`src/rtl/toast_fetch_unit_pkg.sv`:
```
// Shared definitions for the Toast fetch front end.
// Contents:
//   INSTR_NOP      - canonical bubble instruction (addi x0,x0,0)
//   fetch_state_e  - fetch FSM state encoding
//   OPCODE_*       - RV32I major opcodes used elsewhere in the pipeline
//   pc_next()      - sequential fetch address (wraps at 2^32)
package toast_fetch_unit_pkg;

  localparam logic [31:0] INSTR_NOP = 32'h0000_0013;

  typedef enum logic {
    FETCH_IDLE = 1'b0,
    FETCH_RUN  = 1'b1
  } fetch_state_e;

  localparam logic [6:0] OPCODE_LUI    = 7'b0110111;
  localparam logic [6:0] OPCODE_AUIPC  = 7'b0010111;
  localparam logic [6:0] OPCODE_JAL    = 7'b1101111;
  localparam logic [6:0] OPCODE_JALR   = 7'b1100111;
  localparam logic [6:0] OPCODE_BRANCH = 7'b1100011;
  localparam logic [6:0] OPCODE_LOAD   = 7'b0000011;
  localparam logic [6:0] OPCODE_STORE  = 7'b0100011;
  localparam logic [6:0] OPCODE_OP_IMM = 7'b0010011;
  localparam logic [6:0] OPCODE_OP     = 7'b0110011;

  function automatic logic [31:0] pc_next(input logic [31:0] pc);
    return pc + 32'd4;
  endfunction

endpackage

```
`src/rtl/toast_fetch_fifo.sv`:
```
// Synchronous DEPTH x WIDTH FIFO with push/pop/clear.
// Ports:
//   clk, reset      - clock, synchronous active-high reset
//   push, wdata     - write an entry (ignored when full)
//   pop             - drop the head entry (ignored when empty)
//   clear           - empty the FIFO this edge, wins over push/pop
//   rdata           - head entry (stale when empty)
//   full, empty     - status
//   count           - number of stored entries
// DEPTH must be a power of two so the pointers wrap for free.
module toast_fetch_fifo #(
  parameter int DEPTH = 2,
  parameter int WIDTH = 64
) (
  input  logic                       clk,
  input  logic                       reset,
  input  logic                       push,
  input  logic                       pop,
  input  logic                       clear,
  input  logic [WIDTH-1:0]           wdata,
  output logic [WIDTH-1:0]           rdata,
  output logic                       full,
  output logic                       empty,
  output logic [$clog2(DEPTH+1)-1:0] count
);

  localparam int AW = (DEPTH > 1) ? $clog2(DEPTH) : 1;
  localparam int CW = $clog2(DEPTH + 1);

  logic [WIDTH-1:0] mem [DEPTH];
  logic [AW-1:0]    rd_ptr;
  logic [AW-1:0]    wr_ptr;
  logic             do_push;
  logic             do_pop;

  assign full    = (count == CW'(DEPTH));
  assign empty   = (count == '0);
  assign do_push = push && !full;
  assign do_pop  = pop && !empty;
  assign rdata   = mem[rd_ptr];

  always_ff @(posedge clk) begin
    if (reset || clear) begin
      rd_ptr <= '0;
      wr_ptr <= '0;
      count  <= '0;
    end else begin
      if (do_push) wr_ptr <= wr_ptr + AW'(1);
      if (do_pop)  rd_ptr <= rd_ptr + AW'(1);
      count <= count + CW'(do_push) - CW'(do_pop);
    end
  end

  always_ff @(posedge clk) begin
    if (do_push) mem[wr_ptr] <= wdata;
  end

endmodule

```
`src/rtl/toast_fetch_unit.sv`:
```
// Instruction-fetch front end: PC generation, pipelined imem requests,
// in-order instruction queue feeding IF/ID, stall/flush/redirect handling.
// Ports:
//   clk_i, reset_i                   - clock, synchronous active-high reset
//   fetch_en_i                       - fetching permitted
//   stall_i, flush_i                 - hold / discard the head entry (flush wins)
//   redirect_en_i, redirect_pc_i     - taken branch/jump and its target
//   imem_req_o, imem_addr_o          - fetch request and address
//   imem_gnt_i                       - request accepted this cycle
//   imem_rvalid_i, imem_rdata_i      - in-order response
//   IF_valid_o, IF_pc_o, IF_instruction_o - head entry for IF/ID (0 / NOP when invalid)
//
// state      | meaning
// FETCH_IDLE | no requests issued; in-flight responses still land
// FETCH_RUN  | requests issued while credits allow
module toast_fetch_unit
  import toast_fetch_unit_pkg::*;
#(
  parameter logic [31:0] RESET_PC  = 32'h0000_0000,
  parameter int          DEPTH     = 2,
  parameter logic [31:0] NOP_INSTR = INSTR_NOP
) (
  input  logic        clk_i,
  input  logic        reset_i,
  input  logic        fetch_en_i,
  input  logic        stall_i,
  input  logic        flush_i,
  input  logic        redirect_en_i,
  input  logic [31:0] redirect_pc_i,
  output logic        imem_req_o,
  output logic [31:0] imem_addr_o,
  input  logic        imem_gnt_i,
  input  logic        imem_rvalid_i,
  input  logic [31:0] imem_rdata_i,
  output logic        IF_valid_o,
  output logic [31:0] IF_pc_o,
  output logic [31:0] IF_instruction_o
);

  localparam int CW = $clog2(DEPTH + 1);

  fetch_state_e   state;
  fetch_state_e   state_next;
  logic [31:0]    pc;
  logic [CW-1:0]  outstanding;
  logic [CW-1:0]  drop_cnt;
  logic [CW-1:0]  q_count;
  logic [63:0]    q_rdata;
  logic [31:0]    f_rdata;
  logic           q_empty, q_full, f_empty, f_full;
  logic           q_push, q_pop;
  logic           grant, rsp, credit_ok;

  // The in-flight address FIFO doubles as the outstanding counter; it keeps
  // entries that a redirect has doomed so their responses can be counted off.
  // A response with nothing in flight is a leftover from before reset.
  assign grant = imem_req_o && imem_gnt_i;
  assign rsp   = imem_rvalid_i && !f_empty;

  assign q_pop  = !q_empty && (flush_i || !stall_i);
  assign q_push = rsp && (drop_cnt == '0) && !redirect_en_i;

  // A head entry leaving this cycle frees its slot for a new request.
  assign credit_ok = (int'(outstanding) + int'(q_count)) < (DEPTH + int'(q_pop));

  always_ff @(posedge clk_i) begin
    if (reset_i) state <= FETCH_IDLE;
    else         state <= state_next;
  end

  // An unaccepted request is held until granted, even if fetch_en drops.
  always_comb begin
    state_next = state;
    case (state)
      FETCH_IDLE: if (fetch_en_i) state_next = FETCH_RUN;
      FETCH_RUN:  if (!fetch_en_i && !(imem_req_o && !imem_gnt_i)) state_next = FETCH_IDLE;
      default:    state_next = FETCH_IDLE;
    endcase
  end

  always_comb begin
    imem_req_o = (state == FETCH_RUN) && !redirect_en_i && credit_ok;
  end

  assign imem_addr_o = pc;

  always_ff @(posedge clk_i) begin
    if (reset_i) begin
      pc       <= RESET_PC;
      drop_cnt <= '0;
    end else if (redirect_en_i) begin
      pc       <= redirect_pc_i & ~32'h3;
      drop_cnt <= outstanding - CW'(rsp);
    end else begin
      if (grant) pc <= pc_next(pc);
      if (rsp && (drop_cnt != '0)) drop_cnt <= drop_cnt - CW'(1);
    end
  end

  toast_fetch_fifo #(.DEPTH(DEPTH), .WIDTH(32)) u_inflight (
    .clk   (clk_i),
    .reset (reset_i),
    .push  (grant),
    .pop   (rsp),
    .clear (1'b0),
    .wdata (pc),
    .rdata (f_rdata),
    .full  (f_full),
    .empty (f_empty),
    .count (outstanding)
  );

  toast_fetch_fifo #(.DEPTH(DEPTH), .WIDTH(64)) u_queue (
    .clk   (clk_i),
    .reset (reset_i),
    .push  (q_push),
    .pop   (q_pop),
    .clear (redirect_en_i),
    .wdata ({f_rdata, imem_rdata_i}),
    .rdata (q_rdata),
    .full  (q_full),
    .empty (q_empty),
    .count (q_count)
  );

  assign IF_valid_o       = !q_empty && !flush_i;
  assign IF_pc_o          = IF_valid_o ? q_rdata[63:32] : 32'h0;
  assign IF_instruction_o = IF_valid_o ? q_rdata[31:0]  : NOP_INSTR;

  // Credit accounting must make both of these impossible.
  always_ff @(posedge clk_i) begin
    if (!reset_i) begin
      assert (!(q_push && q_full));
      assert (!(grant && f_full));
    end
  end

endmodule

```
`config.mk`:
```
export PLATFORM = sky130hd
export DESIGN_NAME = toast_fetch_unit
export DESIGN_NICKNAME = d
export VERILOG_FILES = /design/src/rtl/toast_fetch_unit_pkg.sv /design/src/rtl/toast_fetch_fifo.sv /design/src/rtl/toast_fetch_unit.sv
export SDC_FILE = /design/constraint.sdc
export NUM_CORES = 1
export LEC_CHECK = 0
export CAP_MARGIN = 10
export CORE_ASPECT_RATIO = 1.25
export CORE_MARGIN = 10
export CORE_UTILIZATION = 52
export CTS_CLUSTER_DIAMETER = 150
export DETAILED_ROUTE_END_ITERATION = 8
export PLACE_DENSITY = 0.88
export SYNTH_ARGS = -nofsm -noshare
export SYNTH_HDL_FRONTEND = slang
export SYNTH_SLANG_ARGS = --single-unit
```
`constraint.sdc`:
```
create_clock -name clk_i -period 6.6 [get_ports clk_i]
set_clock_uncertainty 0.1 [all_clocks]
set_input_delay 1.98 -clock clk_i [delete_from_list [all_inputs] [get_ports clk_i]]
set_output_delay 1.98 -clock clk_i [all_outputs]
set_load 0.1 [all_outputs]
```
==> flow_summary.toml, run 1 <==
[setup_path]
worst_ep_arrival_time_ns = 3.76
cp_data_required_time_ns = 4.52
rrSetupSlack_ns = 3.49
cp-start-kind = "input pin"
worstSetupPathType = "input pin to output pin"
worstPathMaxFanout = 23
worstSetupEndpointType = "output pin"

[global_routing]
grt_max_degree = 63
met2_usage_pct = 31.0
met1_usage_pct = 19.3
grt_usage_pct = 16.9
use_met3_pct = 3.65
busiest_layer = "met2"
grt_first_pass_wirelength_mm = 32.6
grt-ovfl-total = 0
grt_pass1_vias = 5968
antenna_found_initial = 0

[clock_network]
cts.sinks = 227
cts_tree = "yes"
clkSlewWorstSetupHoldPaths_ns = 0.06
ctsRootBufferMaster = "clkbuf_16"
h-tree-depth = 1
cts_resized = 0
hold_buffers = 0
max-clock-path-buffers = 3
postCtsSetupBuffers = 0
numCtsBuffers = 22
clock_latency_ns = 0.49

[floorplanning]
fp.coreArea_sq_mm = 0.0176
fp-row-count = 54
ioPinCount = 170
start_util_pct = 53.4
die-width_um = 140
die_y_um = 170
die_area_sq_mm = 0.0238

[synth]
synth_flop_cell = "edfxtp_1"
synth_area_leaders = "edfxtp_1, dfxtp_1, mux2i_1, nor2_1, mux2_2"
yosysUniqueCellTypes = 58
netlist_area_sq_mm = 0.00938
yosys.area.top_type = "edfxtp_1"
synth-seq-area-share_pct = 68.1
synth-async-reset-ratio_pct = 0
synth_edf_count = 184
yosysWarnings = 0
synth_area_per_cell_sq_um = 14.0
synth-seq-cells = 227
synth_top_area_share_pct = 58.9
syn_inst = 669

[placed_design]
dp.cells = 1033
post-place-ws_ns = 0.766
placed_area_sq_mm = 0.0119
detailed_place_hpwl_mm = 14.5
place_congestion = 0.894
port_buffers = 163

[sta]
rsz0062_at_grt = "no"
tightest_slew_ns = 1.08
fin_ws_ns = 0.763
max_freq_ghz = 0.171
hold_viol = 0
finalSetupViolCount = 0
setup_tns_ns = 0
drv_slew = 0
timing.hold.ws_ns = 0.429
slew_headroom_pct = 27.7
fin_crit_sh_pct = 88.4
min_period_ns = 5.84

[route]
wl_per_cell_um = 19.8
routed_wirelength_mm = 21.3
drtIter0Drc = 443
via_per_inst = 5.45
vias = 5850
drtAntennaViolNets = 0
drc = 0
first_pass_iters = 5

[final_layout]
multi_input_area_sq_mm = 0.00274
final_cells = 1073
area.growth.synth_to_final_pct = 34.2
fin_nets = 914
n_antenna_cell = 0
drive_above_1_share_pct = 19.0
fin_util_pct = 71.7
stdcell_area_sq_mm = 0.0126
regArea_sq_mm = 0.00639
num-fill-cells = 1086

[status]
outcome = "complete, no violations"

[job]
max-cap-violations = 0

[power]
leakage_nw = 4.20
power_mw = 3.66
peakVddDrop_v = 0.000272
power.density_mw_per_mm2 = 291

[worst_hold_path]
hp-class = "flip-flop to flip-flop"
## cell families (layout without fill, tap and decap cells)
kind of cell,Yosys count,after routing,synth area share (%)
buffers and inverters,60,237,3.05
multiplexers,93,93,10.3
flip-flops,227,227,68.1
other,1,4,0.0400
adder cells (fa/ha/maj),9,9,1.28
XOR/XNOR,25,25,2.33
AO/OA/AOI/OAI,53,53,4.31
AND/OR/NAND/NOR,201,201,10.6
## cells in the final DEF, fill, tap and decap left out, drive strengths merged, types with 2 or more instances in the layout
cell and instances:
a2111oi 6, a211oi 15, a21oi 7, a221oi 2, a311oi 5, and2 6, and3 2, and4 10
buf 77, bufinv 2, clkbuf 28, clkdlybuf4s50 99, clkinv 10, conb 4, dfxtp 43, edfxtp 184
ha 8, inv 20, mux2 31, mux2i 62, nand2 21, nand3 12, nand4 8, nor2 101
nor2b 9, nor3 9, nor3b 2, nor4 10, nor4b 2, o21ai 2, o31a 5, o31ai 5
or2 2, or4 4, xnor2 20, xor2 5
## cell type report
class,count,area share [%]
sequential,227,50.8
multi-input combinational,385,21.8
timing repair buffer,176,18.8
clock buffer,28,4.88
tap,224,2.23
clock inverter,12,0.914
inverter,21,0.626
## cells in the mapped netlist, types with 7 or more instances
master / instances
a21oi_1: 7
xnor2_1: 20
nor2_1: 101
a211oi_1: 15
mux2i_1: 62
nand3_1: 11
ha_1: 8
and4_1: 7
nand4_1: 8
dfxtp_1: 43
clkbuf_1: 27
nor2b_1: 9
nor3_1: 9
nor4_1: 10
nand2_1: 20
edfxtp_1: 184
mux2_2: 31
inv_1: 20
## worst max-delay path: stages
cell,delay [ns]
clkdlybuf4s50_1,0.45
or2_2,0.55
buf_4,0.32
nor2_1,0.23
buf_12,0.21
## registers in the layout, indices dropped and copies added (netlist names), named ones only
signal and flops:
u_inflight.mem 60, u_inflight.count 2, imem_addr_o 30, u_inflight.rd_ptr 1
u_queue.wr_ptr 1, state 1, drop_cnt 2, u_queue.rd_ptr 1
u_queue.mem 124, u_inflight.wr_ptr 1, u_queue.count 2
## final timing paths
| check | start | end | cells after the start |
|---|---|---|---|
| worst max register to register | u_inflight.count[0] | u_inflight.mem[1][31] | 6 |
| worst min register to register | u_queue.rd_ptr | flip-flop | 2 |
| worst min-delay path | u_queue.rd_ptr | flip-flop | 2 |
| worst max-delay path | flush_i | IF_pc_o[5] | 5 |
## power by group
part / internal, mW / switching (mW) / total, mW
Sequential: 1.66 / 0.0560 / 1.72
Clock: 0.738 / 0.500 / 1.24
Combinational: 0.256 / 0.450 / 0.706
## per-layer routing
layer | routed length, um | vias to the layer above
met5 | 0 | -
met4 | 537 | 0
met3 | 1390 | 36
met2 | 11200 | 206
met1 | 8170 | 2802
li1 | - | 2806
No activity file was read; power rests on OpenSTA's default activity.
==> run 2: changes to the inputs <==
- CELL_PAD_IN_SITES_DETAIL_PLACEMENT: not set -> 0
- CELL_PAD_IN_SITES_GLOBAL_PLACEMENT: not set -> 2
- CORE_UTILIZATION: 52 -> 36
==> run 2 against run 1 <==
Compared with the run above:
- sequential cell count stayed put
- routed wire length increased by 5.8%
- count of clock-buffer cells in the layout increased by 2
- critical endpoint is now IF_instruction_o[19]
- highest routed layer unchanged
==> flow_summary.toml, run 2 (same netlist as run 1, synthesis figures left out) <==
[sta]
tightest_slew_ns = 1.08
slew_headroom_pct = 27.5
hold_viol = 0
min_period_ns = 5.93
fin_crit_sh_pct = 89.9
drv_slew = 0
max_freq_ghz = 0.169
rsz0062_at_grt = "no"
finalSetupViolCount = 0
setup_tns_ns = 0

[final_layout]
fin_nets = 914
regMostFlops = "u_queue.mem"
fin_util_pct = 49.2
n_antenna_cell = 0
layout_commonest_cell = "edfxtp_1"
layout_common_cells = "edfxtp_1, nor2_1, clkdlybuf4s50_1"
area.growth.synth_to_final_pct = 35.6
drive_above_1_share_pct = 18.7
largest_register_ffs = 124

[route]
first_pass_iters = 4
via_per_inst = 4.85
top_layer_used = "met4"
drtAntennaViolNets = 0
wl_met1_mm = 9.17
drc = 0
vias = 5767
routed_wirelength_mm = 22.5
dr_wl_met2_mm = 11.5
wl_met3_mm = 1.45
wl_per_cell_um = 18.9
drtIter0Drc = 278

[setup_path]
worstSetupEndpointType = "output pin"
slowest_delay_ns = 0.63
path_buf_inv = 3
path_delay_family = "buffers and inverters"
crit_chain = "clkdlybuf4s50_1 -> or2_2 -> buf_4 -> nor2_1 -> buf_12"
cp_data_required_time_ns = 4.52
worstSetupPathType = "input pin to output pin"
reg2reg_depth = 6
path_depth = 5
worstPathMaxFanout = 35
cp-start-kind = "input pin"
critPathSlowestCell = "or2_2"
worst_ep_arrival_time_ns = 3.85

[clock_network]
clkSlewWorstSetupHoldPaths_ns = 0.07
ctsRootBufferMaster = "clkbuf_16"
numCtsBuffers = 23
cts_tree = "yes"
h-tree-depth = 1
clock_latency_ns = 0.51
hold_buffers = 0
max-clock-path-buffers = 3
postCtsSetupBuffers = 0
cts.sinks = 227
cts_resized = 0

[power]
p_int_mw = 2.63
clkPwrFrac_pct = 33.9
power_frac_seq_pct = 46.9
p_switching_mw = 1.03
switching_share_pct = 28.1
p_comb_share_pct = 19.2
peakVddDrop_v = 0.000146
leakage_nw = 4.18
power.density_mw_per_mm2 = 288

[floorplanning]
die_y_um = 200
die-width_um = 164
fp.coreArea_sq_mm = 0.0258
start_util_pct = 36.3
ioPinCount = 170
fp-row-count = 66
die_area_sq_mm = 0.0330

[global_routing]
antenna_found_initial = 0
grt-ovfl-total = 0
grt_first_pass_wirelength_mm = 34.8
grt_usage_pct = 13.3
grt_max_degree = 63
grt_pass1_vias = 5917

[placed_design]
port_buffers = 163
place_congestion = 0.796
detailed_place_hpwl_mm = 15.2

[worst_hold_path]
hp-class = "flip-flop to flip-flop"
min_path_cells = 2

[job]
max-cap-violations = 0

[status]
outcome = "complete, no violations"
## run 2: worst paths after layout
kind         slack [ns]              endpoint           startpoint
max                0.67  IF_instruction_o[19]              flush_i
min                0.42             flip-flop    u_inflight.rd_ptr
max reg2reg        3.57  u_inflight.mem[1][3]  u_inflight.count[0]
min reg2reg        0.42             flip-flop    u_inflight.rd_ptr
## run 2: cell type report
type / count / area [sq um]
Sequential cell: 227 / 6390
Clock inverter: 11 / 90.1
Fill cell: 2227 / 13100
Inverter: 21 / 78.8
Timing Repair Buffer: 175 / 2360
Multi-Input combinational cell: 385 / 2740
Clock buffer: 30 / 632
Tap cell: 340 / 425
## run 2: per-layer routing
layer,GRT usage [%],up-vias
met3,3.55,27
met1,15.9,2793
met5,0,-
li1,-,2810
met2,23.2,137
met4,3.17,0
## run 2: worst reg2reg max path, cell delays in order (launching register included)
cell and delay [ns]:
dfxtp_1 0.36, ha_1 0.22, fa_1 0.43, nand4b_1 0.48, nor3_1 0.49, and2_1 0.18
buf_4 0.40
## run 2: through the flow
stage | setup WS, ns | total power [mW] | cells | area (sq um) | hold WS (ns)
final | 0.667 | 3.66 | 1189 | 12700 | 0.416
after global routing | 0.488 | 3.81 | 1189 | 12700 | 0.446
after CTS | 0.623 | 3.70 | 1189 | 12700 | 0.423
after detailed placement | 0.623 | 2.46 | 1148 | 12000 | 0.405
after global placement | 0.653 | 2.45 | 1148 | 12000 | 0.386
after floorplan | 0.171 | 2.22 | 672 | 9400 | 0.381
## run 2: power by group through the flow
stage          Clock (mW)  Sequential, mW  Combinational [mW]
3_3_place_gp            0            1.75               0.700
6_report             1.24            1.72               0.701
2_1_floorplan           0            1.82               0.400
4_1_cts              1.27            1.72               0.712
5_1_grt              1.33            1.73               0.755
3_5_place_dp            0            1.75               0.709
==> run 3: changes to the inputs <==
- CORE_UTILIZATION: 36 -> 38
- PLACE_DENSITY: 0.88 -> 0.9
- SYNTH_HIERARCHICAL: not set -> 1
==> run 3 against run 2 <==
Compared with the run above:
- combinational power is 68% lower
- total power fell by 16%
- routed wire length grew 1.2%
- setup slack better by 0.26 ns
- critical endpoint is now imem_req_o
- clock power about the same
- largest cell class unchanged
==> flow_summary.toml, run 3 <==
[final_layout]
largest_register_ffs = 128
layout_commonest_cell = "edfxtp_1"
layout_common_cells = "edfxtp_1, clkdlybuf4s50_1, and2_1"
area.growth.synth_to_final_pct = 29.7
regArea_sq_mm = 0.00663
regMostFlops = "u_queue/mem"
drive_above_1_share_pct = 22.4
fin_nets = 932
num-fill-cells = 2272
multi_input_area_sq_mm = 0.00329
n_antenna_cell = 0

[floorplanning]
start_util_pct = 38.8
fp.coreArea_sq_mm = 0.0261
fp-row-count = 66
ioPinCount = 170
die-width_um = 166
die_area_sq_mm = 0.0336
die_y_um = 202

[route]
via_per_inst = 4.94
drc = 0
wl_met1_mm = 9.33
vias = 5963
wl_per_cell_um = 18.9
first_pass_iters = 5
dr_wl_met2_mm = 11.6
wl_met3_mm = 1.43
routed_wirelength_mm = 22.8
top_layer_used = "met4"
drtIter0Drc = 322
drtAntennaViolNets = 0

[power]
clkPwrFrac_pct = 39.5
switching_share_pct = 22.0
p_comb_share_pct = 7.2
power.density_mw_per_mm2 = 235
leakage_nw = 4.63
power_frac_seq_pct = 53.3
p_int_mw = 2.40
peakVddDrop_v = 0.000166
p_switching_mw = 0.679

[setup_path]
cp-start-kind = "input pin"
cp_data_required_time_ns = 4.52
critPathSlowestCell = "clkdlybuf4s50_1"
worstSetupEndpointType = "output pin"
worstSetupPathType = "input pin to output pin"
worstPathMaxFanout = 5
path_delay_family = "buffers and inverters"
slowest_delay_ns = 0.58
crit_chain = "clkdlybuf4s50_1 -> nor2b_1 -> o31ai_4 -> and4_1 -> buf_12"
path_buf_inv = 2
worst_ep_arrival_time_ns = 3.59

[sta]
max_freq_ghz = 0.176
drv_slew = 0
slew_headroom_pct = 29.8
hold_viol = 0
tightest_slew_ns = 1.05
fin_ws_ns = 0.930
fin_crit_sh_pct = 85.9
rsz0062_at_grt = "no"
setup_tns_ns = 0
finalSetupViolCount = 0
min_period_ns = 5.67

[synth]
netlist_area_sq_mm = 0.0101
yosysWarnings = 6
synth_area_per_cell_sq_um = 15.0
syn_inst = 675

[global_routing]
grt_pass1_vias = 6091
grt-ovfl-total = 0
grt_first_pass_wirelength_mm = 35.6
grt_max_degree = 65
grt_usage_pct = 13.1
antenna_found_initial = 0

[status]
outcome = "complete, no violations"

[clock_network]
hold_buffers = 0
numCtsBuffers = 23
clock_latency_ns = 0.50
cts.sinks = 235
postCtsSetupBuffers = 0
ctsRootBufferMaster = "clkbuf_16"
cts_resized = 0
max-clock-path-buffers = 3
cts_tree = "yes"
h-tree-depth = 1
clkSlewWorstSetupHoldPaths_ns = 0.06

[placed_design]
post-place-ws_ns = 0.929
port_buffers = 165
place_congestion = 0.758
detailed_place_hpwl_mm = 15.5

[job]
max-cap-violations = 0

[worst_hold_path]
hp-class = "flip-flop to flip-flop"
run 3: area by class of cell:
| class | count | share of cell area (%) |
|---|---|---|
| Sequential cell | 235 | 50.5 |
| Inverter | 15 | 0.429 |
| Clock inverter | 10 | 0.525 |
| Tap cell | 340 | 3.24 |
| Timing Repair Buffer | 172 | 15.4 |
| Multi-Input combinational cell | 404 | 25.1 |
| Clock buffer | 31 | 4.85 |
run 3: worst paths after layout:
kind	from	endpoint	slack, ns	cells after the start
worst max-delay path	flush_i	imem_req_o	0.93	5
worst min-delay path	imem_addr_o[31]	u_inflight/mem[0][31]	0.43	0
worst max register to register	u_inflight/count[0]	u_inflight/count[1]	3.18	13
worst min register to register	imem_addr_o[31]	u_inflight/mem[0][31]	0.43	0
run 3: per-stage QoR:
stage | hold slack, ns | std cells | power [mW] | util (%) | area, sq um
finish | 0.426 | 1207 | 3.08 | 50.3 | 13100
global route | 0.446 | 1207 | 3.20 | 50.3 | 13100
CTS | 0.430 | 1207 | 3.12 | 50.3 | 13100
detailed placement | 0.411 | 1166 | 1.90 | 47.6 | 12400
global placement | 0.402 | 1166 | 1.89 | 47.6 | 12400
floorplan | 0.356 | 685 | 1.80 | - | 10100
run 3: worst register-to-register path, stage by stage, from the launching register on:
cell     delay, ns
dfxtp_1       0.37
ha_1          0.23
fa_1          0.35
inv_1         0.09
and4_1        0.30
nand2_4       0.18
inv_2         0.37
nand2_1       0.23
ha_1          0.33
inv_1         0.03
ha_1          0.17
xnor2_1       0.14
or4_1         0.41
nand2_1       0.07
run 3: per-layer routing:
| metal | up-vias | track usage (%) |
|---|---|---|
| met4 | 0 | 3.71 |
| met2 | 178 | 22.9 |
| li1 | 2870 | - |
| met3 | 24 | 3.14 |
| met5 | - | 0 |
| met1 | 2891 | 15.6 |
run 3: power groups by stage:
| stage | Sequential, mW | Clock [mW] | Combinational (mW) |
|---|---|---|---|
| 2_1_floorplan | 1.75 | 0 | 0.0530 |
| 3_3_place_gp | 1.67 | 0 | 0.220 |
| 3_5_place_dp | 1.67 | 0 | 0.222 |
| 5_1_grt | 1.64 | 1.32 | 0.234 |
| 4_1_cts | 1.64 | 1.26 | 0.223 |
| 6_report | 1.64 | 1.22 | 0.221 |
